## config.mk

```make
export PLATFORM = sky130hd
export DESIGN_NAME = shortest_path_unit
export DESIGN_NICKNAME = d
export VERILOG_FILES = /design/src/rtl/spa_pkg.sv /design/src/rtl/btn_debounce.sv /design/src/rtl/shortest_path_unit.sv
export SDC_FILE = /design/constraint.sdc
export NUM_CORES = 1
export LEC_CHECK = 0
export CAP_MARGIN = 20
export CORE_MARGIN = 8
export CORE_UTILIZATION = 40
export DETAILED_ROUTE_END_ITERATION = 8
export DONT_BUFFER_PORTS = 1
export PLACE_DENSITY = 0.54
export SYNTH_ARGS = -nofsm -noshare
export SYNTH_HDL_FRONTEND = slang
export SYNTH_SLANG_ARGS = --single-unit
```

## constraint.sdc

```tcl
create_clock -name clock -period 35.9 [get_ports clock]
set_input_delay 3.59 -clock clock [delete_from_list [all_inputs] [get_ports clock]]
set_output_delay 3.59 -clock clock [all_outputs]
set_load 0.01 [all_outputs]
```

## src/rtl/spa_pkg.sv

```systemverilog
// Shared definitions for the shortest-path unit: graph sizing, the distance
// sentinel, the FSM state encoding and the fixed 8-node edge-weight table.
package spa_pkg;

  localparam int NUM_NODES = 8;
  localparam int NODE_W    = 3;
  localparam int WEIGHT_W  = 4;
  localparam int DIST_W    = 8;

  localparam logic [DIST_W-1:0] INF = 8'hFF;

  typedef enum logic [2:0] {
    ST_IDLE,
    ST_INIT,
    ST_SELECT,
    ST_RELAX,
    ST_TRACE,
    ST_STEP,
    ST_NOPATH
  } state_e;

  // Undirected graph: the pair is ordered (lo,hi) so one table entry serves
  // both directions. Weight 0 means no edge. Octal keys read as "lo hi".
  function automatic logic [WEIGHT_W-1:0] weight(input logic [NODE_W-1:0] a,
                                                 input logic [NODE_W-1:0] b);
    logic [NODE_W-1:0] lo, hi;
    lo = (a < b) ? a : b;
    hi = (a < b) ? b : a;
    case ({lo, hi})
      6'o01:   return 4'd2;
      6'o12:   return 4'd2;
      6'o27:   return 4'd3;
      6'o03:   return 4'd1;
      6'o34:   return 4'd1;
      6'o45:   return 4'd5;
      6'o57:   return 4'd1;
      6'o46:   return 4'd2;
      6'o67:   return 4'd6;
      6'o15:   return 4'd7;
      default: return 4'd0;
    endcase
  endfunction

endpackage

```

## src/rtl/btn_debounce.sv

```systemverilog
// Single-button conditioner: 2-FF synchronizer followed by a stability
// counter. The level follows the synchronized input only after it has
// disagreed for DEBOUNCE_CYCLES consecutive clocks; rise_o is a registered
// one-cycle pulse on the accepted rising edge.
// Ports: clk_i, rst_ni (async low), btn_i (raw), level_o, rise_o.
module btn_debounce #(
  parameter int DEBOUNCE_CYCLES = 2
) (
  input  logic clk_i,
  input  logic rst_ni,
  input  logic btn_i,
  output logic level_o,
  output logic rise_o
);

  localparam int CW = $clog2(DEBOUNCE_CYCLES + 1);

  logic [1:0]    sync_q;
  logic          lvl_q, lvl_d;
  logic          rise_q;
  logic [CW-1:0] cnt_q, cnt_d;

  // Counter restarts whenever the synchronized value agrees with the level,
  // so a glitch shorter than DEBOUNCE_CYCLES never reaches the output.
  always_comb begin
    lvl_d = lvl_q;
    cnt_d = '0;
    if (sync_q[1] != lvl_q) begin
      if (cnt_q == CW'(DEBOUNCE_CYCLES - 1)) lvl_d = sync_q[1];
      else                                   cnt_d = cnt_q + 1'b1;
    end
  end

  always_ff @(posedge clk_i or negedge rst_ni) begin
    if (!rst_ni) begin
      sync_q <= '0;
      lvl_q  <= 1'b0;
      rise_q <= 1'b0;
      cnt_q  <= '0;
    end else begin
      sync_q <= {sync_q[0], btn_i};
      lvl_q  <= lvl_d;
      rise_q <= lvl_d & ~lvl_q;
      cnt_q  <= cnt_d;
    end
  end

  assign level_o = lvl_q;
  assign rise_o  = rise_q;

endmodule

```

## src/rtl/shortest_path_unit.sv

```systemverilog
// Pushbutton-driven Dijkstra engine over the fixed 8-node graph in spa_pkg.
// Ports: clock, reset (async low), btn[3:0] = {soft_rst, start, tk_inp,
// io_sel} raw, pts (node from switches), led (path valid), out (shown node).
// The path stack is filled dst-first while walking prev[], so the source sits
// at the top; stepping pops toward dst and saturates at the bottom.
module shortest_path_unit
  import spa_pkg::*;
#(
  parameter int DEBOUNCE_CYCLES = 2
) (
  input  logic              clock,
  input  logic              reset,
  input  logic [3:0]        btn,
  input  logic [NODE_W-1:0] pts,
  output logic              led,
  output logic [NODE_W-1:0] out
);

  logic [3:0] btn_lvl, btn_rise;

  btn_debounce #(.DEBOUNCE_CYCLES(DEBOUNCE_CYCLES)) u_db [3:0] (
    .clk_i  (clock),
    .rst_ni (reset),
    .btn_i  (btn),
    .level_o(btn_lvl),
    .rise_o (btn_rise)
  );

  logic io_sel, tk_pulse, start_pulse, srst_pulse;
  assign io_sel      = btn_lvl[0];
  assign tk_pulse    = btn_rise[1];
  assign start_pulse = btn_rise[2];
  assign srst_pulse  = btn_rise[3];

  logic unused_btn;
  assign unused_btn = ^{btn_lvl[3:1], btn_rise[0]};

  state_e                         state_q, state_d;
  logic [NODE_W-1:0]              src_q, dst_q;
  logic [NUM_NODES-1:0][DIST_W-1:0] dist_q;
  logic [NUM_NODES-1:0][NODE_W-1:0] prev_q;
  logic [NUM_NODES-1:0][NODE_W-1:0] path_q;
  logic [NUM_NODES-1:0]           visited_q;
  logic [NODE_W-1:0]              cur_q, nbr_q, tr_q, sp_q;
  logic [NODE_W:0]                len_q;
  logic [NODE_W-1:0]              out_q;
  logic                           led_q;

  // Minimum unvisited finite distance; strict compare keeps the lowest index
  // on ties. found=0 covers both "all visited" and "rest unreachable".
  logic [DIST_W-1:0] best;
  logic [NODE_W-1:0] sel;
  logic              found;
  always_comb begin
    best  = INF;
    sel   = '0;
    found = 1'b0;
    for (int i = 0; i < NUM_NODES; i++) begin
      if (!visited_q[i] && dist_q[i] < best) begin
        best  = dist_q[i];
        sel   = NODE_W'(i);
        found = 1'b1;
      end
    end
  end

  logic [WEIGHT_W-1:0] w;
  logic [DIST_W-1:0]   cand;
  logic                upd;
  always_comb begin
    w    = weight(cur_q, nbr_q);
    cand = dist_q[cur_q] + DIST_W'(w);
    upd  = (w != '0) && !visited_q[nbr_q] && (cand < dist_q[nbr_q]);
  end

  // The source is the only reached node whose prev points at itself.
  logic tr_root, no_path;
  assign tr_root = (prev_q[tr_q] == tr_q);
  assign no_path = (len_q == '0) && (dist_q[tr_q] == INF);

  always_comb begin
    state_d = state_q;
    case (state_q)
      ST_IDLE:   if (start_pulse) state_d = ST_INIT;
      ST_INIT:   state_d = ST_SELECT;
      ST_SELECT: state_d = found ? ST_RELAX : ST_TRACE;
      ST_RELAX:  if (nbr_q == NODE_W'(NUM_NODES - 1)) state_d = ST_SELECT;
      ST_TRACE: begin
        if (no_path)      state_d = ST_NOPATH;
        else if (tr_root) state_d = ST_STEP;
      end
      default:   state_d = state_q;
    endcase
    if (srst_pulse) state_d = ST_IDLE;
  end

  always_ff @(posedge clock or negedge reset) begin
    if (!reset) state_q <= ST_IDLE;
    else        state_q <= state_d;
  end

  // Node entry is independent of the FSM so it still latches alongside a
  // soft reset.
  always_ff @(posedge clock or negedge reset) begin
    if (!reset) begin
      src_q <= '0;
      dst_q <= '0;
    end else if (tk_pulse) begin
      if (io_sel) dst_q <= pts;
      else        src_q <= pts;
    end
  end

  always_ff @(posedge clock or negedge reset) begin
    if (!reset) begin
      dist_q    <= '{default: INF};
      prev_q    <= '0;
      path_q    <= '0;
      visited_q <= '0;
      cur_q     <= '0;
      nbr_q     <= '0;
      tr_q      <= '0;
      sp_q      <= '0;
      len_q     <= '0;
      out_q     <= '0;
      led_q     <= 1'b0;
    end else if (srst_pulse) begin
      out_q <= '0;
      led_q <= 1'b0;
    end else begin
      case (state_q)
        ST_INIT: begin
          for (int i = 0; i < NUM_NODES; i++) begin
            dist_q[i] <= (NODE_W'(i) == src_q) ? '0 : INF;
            prev_q[i] <= NODE_W'(i);
          end
          visited_q <= '0;
        end
        ST_SELECT: begin
          if (found) begin
            visited_q[sel] <= 1'b1;
            cur_q          <= sel;
            nbr_q          <= '0;
          end else begin
            tr_q  <= dst_q;
            len_q <= '0;
          end
        end
        ST_RELAX: begin
          if (upd) begin
            dist_q[nbr_q] <= cand;
            prev_q[nbr_q] <= cur_q;
          end
          nbr_q <= nbr_q + 1'b1;
        end
        ST_TRACE: begin
          if (no_path) begin
            out_q <= tr_q;
            led_q <= 1'b0;
          end else begin
            path_q[len_q[NODE_W-1:0]] <= tr_q;
            len_q                     <= len_q + 1'b1;
            if (tr_root) begin
              sp_q  <= len_q[NODE_W-1:0];
              out_q <= tr_q;
              led_q <= 1'b1;
            end else begin
              tr_q <= prev_q[tr_q];
            end
          end
        end
        ST_STEP: begin
          if (start_pulse && sp_q != '0) begin
            sp_q  <= sp_q - 1'b1;
            out_q <= path_q[sp_q - 1'b1];
          end
        end
        default: ;
      endcase
    end
  end

  assign led = led_q;
  assign out = out_q;

endmodule

```

==> results.yml, run 1 <==
worst_setup_path:
  crit_slowest_cell: "dfrtp_1"
  regToRegSetupSlack_ns: 20.42
  worstSetupPathType: "reg2reg"
  regToRegStartpoint: "visited_q[0]"
  worstPathRequired_ns: 36.21
  max_stage_delay_ns: 0.71
  cpMostUsedCell: "ha_1"
  start_kind: "flip-flop"
  path_max_fanout: 17
  cp_num_buf_inv: 4
  r2r_end: "visited_q[0]"
  crit_arrival_ns: 15.78
  reg2reg_depth: 60
  setup.worst_path.end_class: "flip-flop"
  cp_top_family: "compound AO/OA/AOI/OAI gates"
detailed_routing:
  drt_iter0_drc: 1225
  drc: 0
  wl_um: 38900
  routedWlPerCell_um: 23.5
  vias_per_cell: 6.22
  firstDrtPassIters: 7
  ant_nets: 0
  vias: 10300
timing:
  max_freq_ghz: 0.0646
  skew_ns: 0.0107
  tns_ns: 0
  rsz0062_at_grt: "false"
  period_share_pct: 43.1
  tightest_slew_ns: 1.16
  hold_viol_final: 0
  period_minus_slack_ns: 15.48
  final_max_slew_viol_count: 0
  max-slew-margin-rel_pct: 22.6
  setup_ws_ns: 20.42
  setup_violations: 0
grt:
  met3_usage_pct: 3.83
  grt_use_total_pct: 21.7
  grt_max_degree: 173
  grt.met2_usage_pct: 32.8
  met1_usage_pct: 29.9
  antenna_found_initial: 0
  overflow: 0
  grt_pass1_vias: 10100
  busiest_layer: "met2"
  grt_pass1_wl_um: 60300
cts:
  htree_num_levels: 4
  tritoncts: "done"
  postCtsSetupRepairBufs: 0
  cts_resized: 0
  ctsHoldBuffers: 0
  clock_sinks: 172
  clk_path_buf_depth: 2
  clockRootBuffer: "clkbuf_16"
  clk_pin_slew_ns: 0.07
  clk_latency_ns: 0.44
  numCtsBuffers: 17
yosys:
  yosys.cell_types.count: 94
  yosys.area.top_type: "dfrtp_1"
  synth_common_cells: "o21ai_0, dfrtp_1, nand2_1"
  avgSynthCellArea_um2: 9.24
  ys_seq_area_share_pct: 36.6
  synth.area.top_cells: "dfrtp_1, dfstp_2, ha_1"
  synth_edf_count: 0
  ys.flop_type: "dfrtp_1"
  synth_nets: 1367
  yosysTopAreaCellShare_pct: 22.5
  syn_area_um2: 12000
  synth_seq_cells: 172
  async_flop_share_pct: 100
  ys.warnings.count: 0
  yosysMostFrequentCell: "o21ai_0"
  synthCells: 1298
place:
  io_buffers: 0
  dp_hpwl_um: 28300
  place.gp.congestion: 0.925
  place_ws_ns: 20.42
cells_and_area:
  insertedDiodeCount: 0
  nets: 1322
  utilization_pct: 43.6
  area_growth_pct: 7.51
  drive_gt1_share_pct: 17.6
floorplanning:
  core_um2: 29600
  start_util_pct: 40.6
  ioPinCount: 13
  die_w_um: 189
  die-area_um2: 35800
  die_h_um: 189
  rows: 63
hold_path:
  hold-path-cell-count: 0
  hold_start: "u_db[3].sync_q[0]"
  worstHoldPathType: "reg2reg"
  whs_endpoint: "u_db[3].sync_q[1]"
status:
  status: "finished, final reports clean"
run:
  drv_cap: 0
==> per-layer routing <==
layer | part of all wire [%] | vias to the layer above
met4 | 3.7 | 0
met3 | 7.8 | 74
met1 | 44 | 5080
met2 | 44 | 414
met5 | 0 | -
li1 | - | 4730
==> through the flow <==
step | hold slack (ns) | std cells | cell area, µm²
floorplan | 0.331 | 1298 | 12000
global placement | 0.334 | 1622 | 12300
CTS | 0.354 | 1654 | 12900
global route | 0.367 | 1656 | 12900
detailed placement | 0.336 | 1622 | 12300
finish | 0.351 | 1656 | 12900
==> state kept, by name (all words and copies together), names as in the netlist <==
| signal | count |
|---|---|
| cur_q | 3 |
| dist_q | 64 |
| dst_q | 3 |
| led | 1 |
| len_q | 4 |
| nbr_q | 3 |
| out | 3 |
| path_q | 24 |
| prev_q | 24 |
| sp_q | 3 |
| src_q | 3 |
| state_q | 3 |
| tr_q | 3 |
| u_db.cnt_q | 8 |
| u_db.level_o | 4 |
| u_db.rise_o | 3 |
| u_db.sync_q | 8 |
| visited_q | 8 |
==> cells by family after synthesis <==
logic type | share of synthesized area [%]
compound gates | 22.4
xor+xnor | 1.39
fa+ha+maj | 6.57
buf+inv | 5.04
flops | 36.6
mux | 13.1
simple gates | 14.9
==> final cells by class <==
class	instances	area, µm²
fillers	2894	16700
multi-input cells	973	7010
flip-flops and latches	172	4380
well taps	390	488
clock buffers	18	439
inverters	70	263
clock inverters	14	169
repair buffers	19	143
==> cells in the final DEF (no fill, tap or decap), drive strengths merged, types with 9 or more instances in the layout <==
cell / netlist / final
a211oi: 13 / 13
buf: 15 / 19
a21o: 10 / 10
nor2b: 15 / 15
clkbuf: 68 / 18
and2: 13 / 13
dfstp: 64 / 64
o211ai: 9 / 9
xnor2: 12 / 12
or4: 13 / 13
inv: 68 / 75
mux2i: 31 / 31
mux4: 28 / 28
nand3: 28 / 28
a31oi: 22 / 22
dfrtp: 108 / 108
nor3: 19 / 19
nor2: 101 / 101
a22o: 19 / 19
nand2: 109 / 109
ha: 59 / 59
mux2: 56 / 56
o22a: 17 / 17
a21oi: 88 / 88
o21ai: 122 / 122
nand4: 19 / 19
nand2b: 11 / 11
o22ai: 42 / 42
==> worst max-delay path by stage <==
stage,endpoint,slack (ns),from,cells past startpoint
after floorplan,tr_q[1],22.15,visited_q[0],70
after global placement,tr_q[1],20.83,visited_q[0],61
after detailed placement,tr_q[1],20.42,visited_q[0],62
after CTS,visited_q[0],20.39,visited_q[0],61
after global routing,visited_q[0],19.48,visited_q[0],60
final,visited_q[0],20.42,visited_q[0],60
Power of run 1 is left out: the tool's default activity adds up to more than one toggle a clock period on the data nets, which glitch-free logic cannot reach.
==> run 2, diff against run 1 <==
clock period = 14.64 ns   (was 35.9 ns; I/O delays follow)
==> run 2 against run 1 <==
Maximum frequency rose by 11%. Hold slack about the same. Cell count up 0.72%. Clock-buffer cell count is 1 lower. Worst setup slack worse by 20 ns. Register-to-register slack worse by 20 ns. Die area did not move. Critical path type unchanged. Sequential cell count stayed put. First-iteration DRC count grew 4.0%. Sequential share of layout area decreased by 0.46 points. Design area grew 1.4%. Global-route usage is 0.29 points higher.
==> results.yml, run 2 (same netlist as run 1, synthesis figures left out) <==
place:
  place.gp.congestion: 0.934
  dp_hpwl_um: 28800
  place_inst: 1632
  io_buffers: 0
floorplanning:
  rows: 63
  core_um2: 29600
  die-area_um2: 35800
  die_h_um: 189
  ioPinCount: 13
  die_w_um: 189
  start_util_pct: 40.6
cells_and_area:
  area_growth_pct: 9.00
  largest-register: "dist_q"
  largest_reg_flops: 64
  reg.largest.list: "dist_q x64, path_q x24, prev_q x24"
  fin_cells: 1668
  layout_commonest_cell: "o21ai_0"
  nFillCells: 2916
  drive_gt1_share_pct: 19.2
  nets: 1334
  insertedDiodeCount: 0
  mostFrequentLayoutCells: "o21ai_0, nand2_1, dfrtp_1, nor2_1, a21oi_1"
cts:
  htree_num_levels: 4
  clockRootBuffer: "clkbuf_16"
  clk_pin_slew_ns: 0.07
  clock_sinks: 172
  numCtsBuffers: 17
  ctsHoldBuffers: 0
  clk_path_buf_depth: 2
  clk_latency_ns: 0.43
  tritoncts: "done"
detailed_routing:
  firstDrtPassIters: 6
  vias_per_cell: 6.26
  drt_iter0_drc: 1274
  drc: 0
  vias: 10400
  ant_nets: 0
  wl_um: 39600
  routedWlPerCell_um: 23.7
run:
  drv_cap: 0
timing:
  max_freq_ghz: 0.0720
  tns_ns: 0
  max-slew-margin-rel_pct: 30.0
  skew_ns: 0.0117
  setup_violations: 0
  tightest_slew_ns: 1.05
  period_share_pct: 94.8
  period_minus_slack_ns: 13.89
  hold_viol_final: 0
  hold_ws_ns: 0.352
  final_max_slew_viol_count: 0
worst_setup_path:
  crit_arrival_ns: 14.20
  cpMostUsedCell: "ha_1"
  worstSetupPathType: "reg2reg"
  start_kind: "flip-flop"
  setup.worst_path.end_class: "flip-flop"
  worstPathRequired_ns: 14.95
  max_stage_delay_ns: 0.59
  cp_num_buf_inv: 5
  cp_top_family: "compound AO/OA/AOI/OAI gates"
  crit_slowest_cell: "dfstp_2"
  path_max_fanout: 13
grt:
  grt_use_total_pct: 22.0
  grt_pass1_vias: 9920
  overflow: 0
  grt_pass1_wl_um: 61300
  grt_max_degree: 173
  antenna_found_initial: 0
hold_path:
  worstHoldPathType: "reg2reg"
status:
  status: "finished, final reports clean"
[run 2: cell count changes in the layout (fill, tap and decap cells not counted), moves of 2 or more]
cell / change
bufinv_16: +3
nor2_2: +2
clkinv_8: -4
buf_4: +11
nor2_1: -2
[run 2: worst reg2reg max path, delay by kind of cell, from the launching register on]
kind            cells  cell delay, ns
compound gates     27            6.24
fa+ha+maj           7            1.98
buf+inv             5            0.45
flops               1            0.59
mux                 5            1.52
simple gates       15            2.94
[run 2: path summary, 6_finish.rpt]
path                       slack, ns                end  depth (start not counted)              start
max                             0.75            tr_q[1]                         59          dist_q[5]
min                             0.35  u_db[3].sync_q[1]                          0  u_db[3].sync_q[0]
max reg2reg                     0.75            tr_q[1]                         59          dist_q[5]
min reg2reg                     0.35  u_db[3].sync_q[1]                          0  u_db[3].sync_q[0]
max in group asynchronous      13.60         dist_q[41]                          0              reset
min in group asynchronous       0.74  u_db[1].sync_q[0]                          0              reset
[run 2: timing repair]
item | 4_1_cts | 5_1_grt
resized for setup | 1 | 15
pin swaps | 0 | 2
hold endpoints to repair | 0 | 0
setup endpoints to repair | 1 | 24
buffers inserted | 0 | 2
gates cloned | 0 | 1
[run 2: layout make-up]
class                           instances  area (µm²)  share of cell area [%]
Timing Repair Buffer                   30         225                    1.72
Multi-Input combinational cell        974        7080                    54.1
Clock buffer                           17         425                    3.25
Inverter                               70         263                    2.01
Clock inverter                         15         206                    1.58
Sequential cell                       172        4390                    33.6
Tap cell                              390         488                    3.73
[run 2: routing by layer]
layer	GRT usage, %	vias to the layer above	wire (µm)
met1	30.7	5125	17500
met5	0	-	0
met3	4.43	98	3290
li1	-	4766	-
met4	8.57	0	1480
met2	32.9	459	17300
[run 2: stage by stage]
step / util, % / cell area, µm² / setup slack (ns)
final: 44.2 / 13100 / 0.755
after CTS: 43.9 / 13000 / 0.168
after global routing: 44.2 / 13100 / -0.0754
after floorplan: - / 12000 / 0.890
after detailed placement: 41.8 / 12300 / 0.0700
after global placement: 41.8 / 12300 / 0.339
Power of run 2 is left out for the same reason.
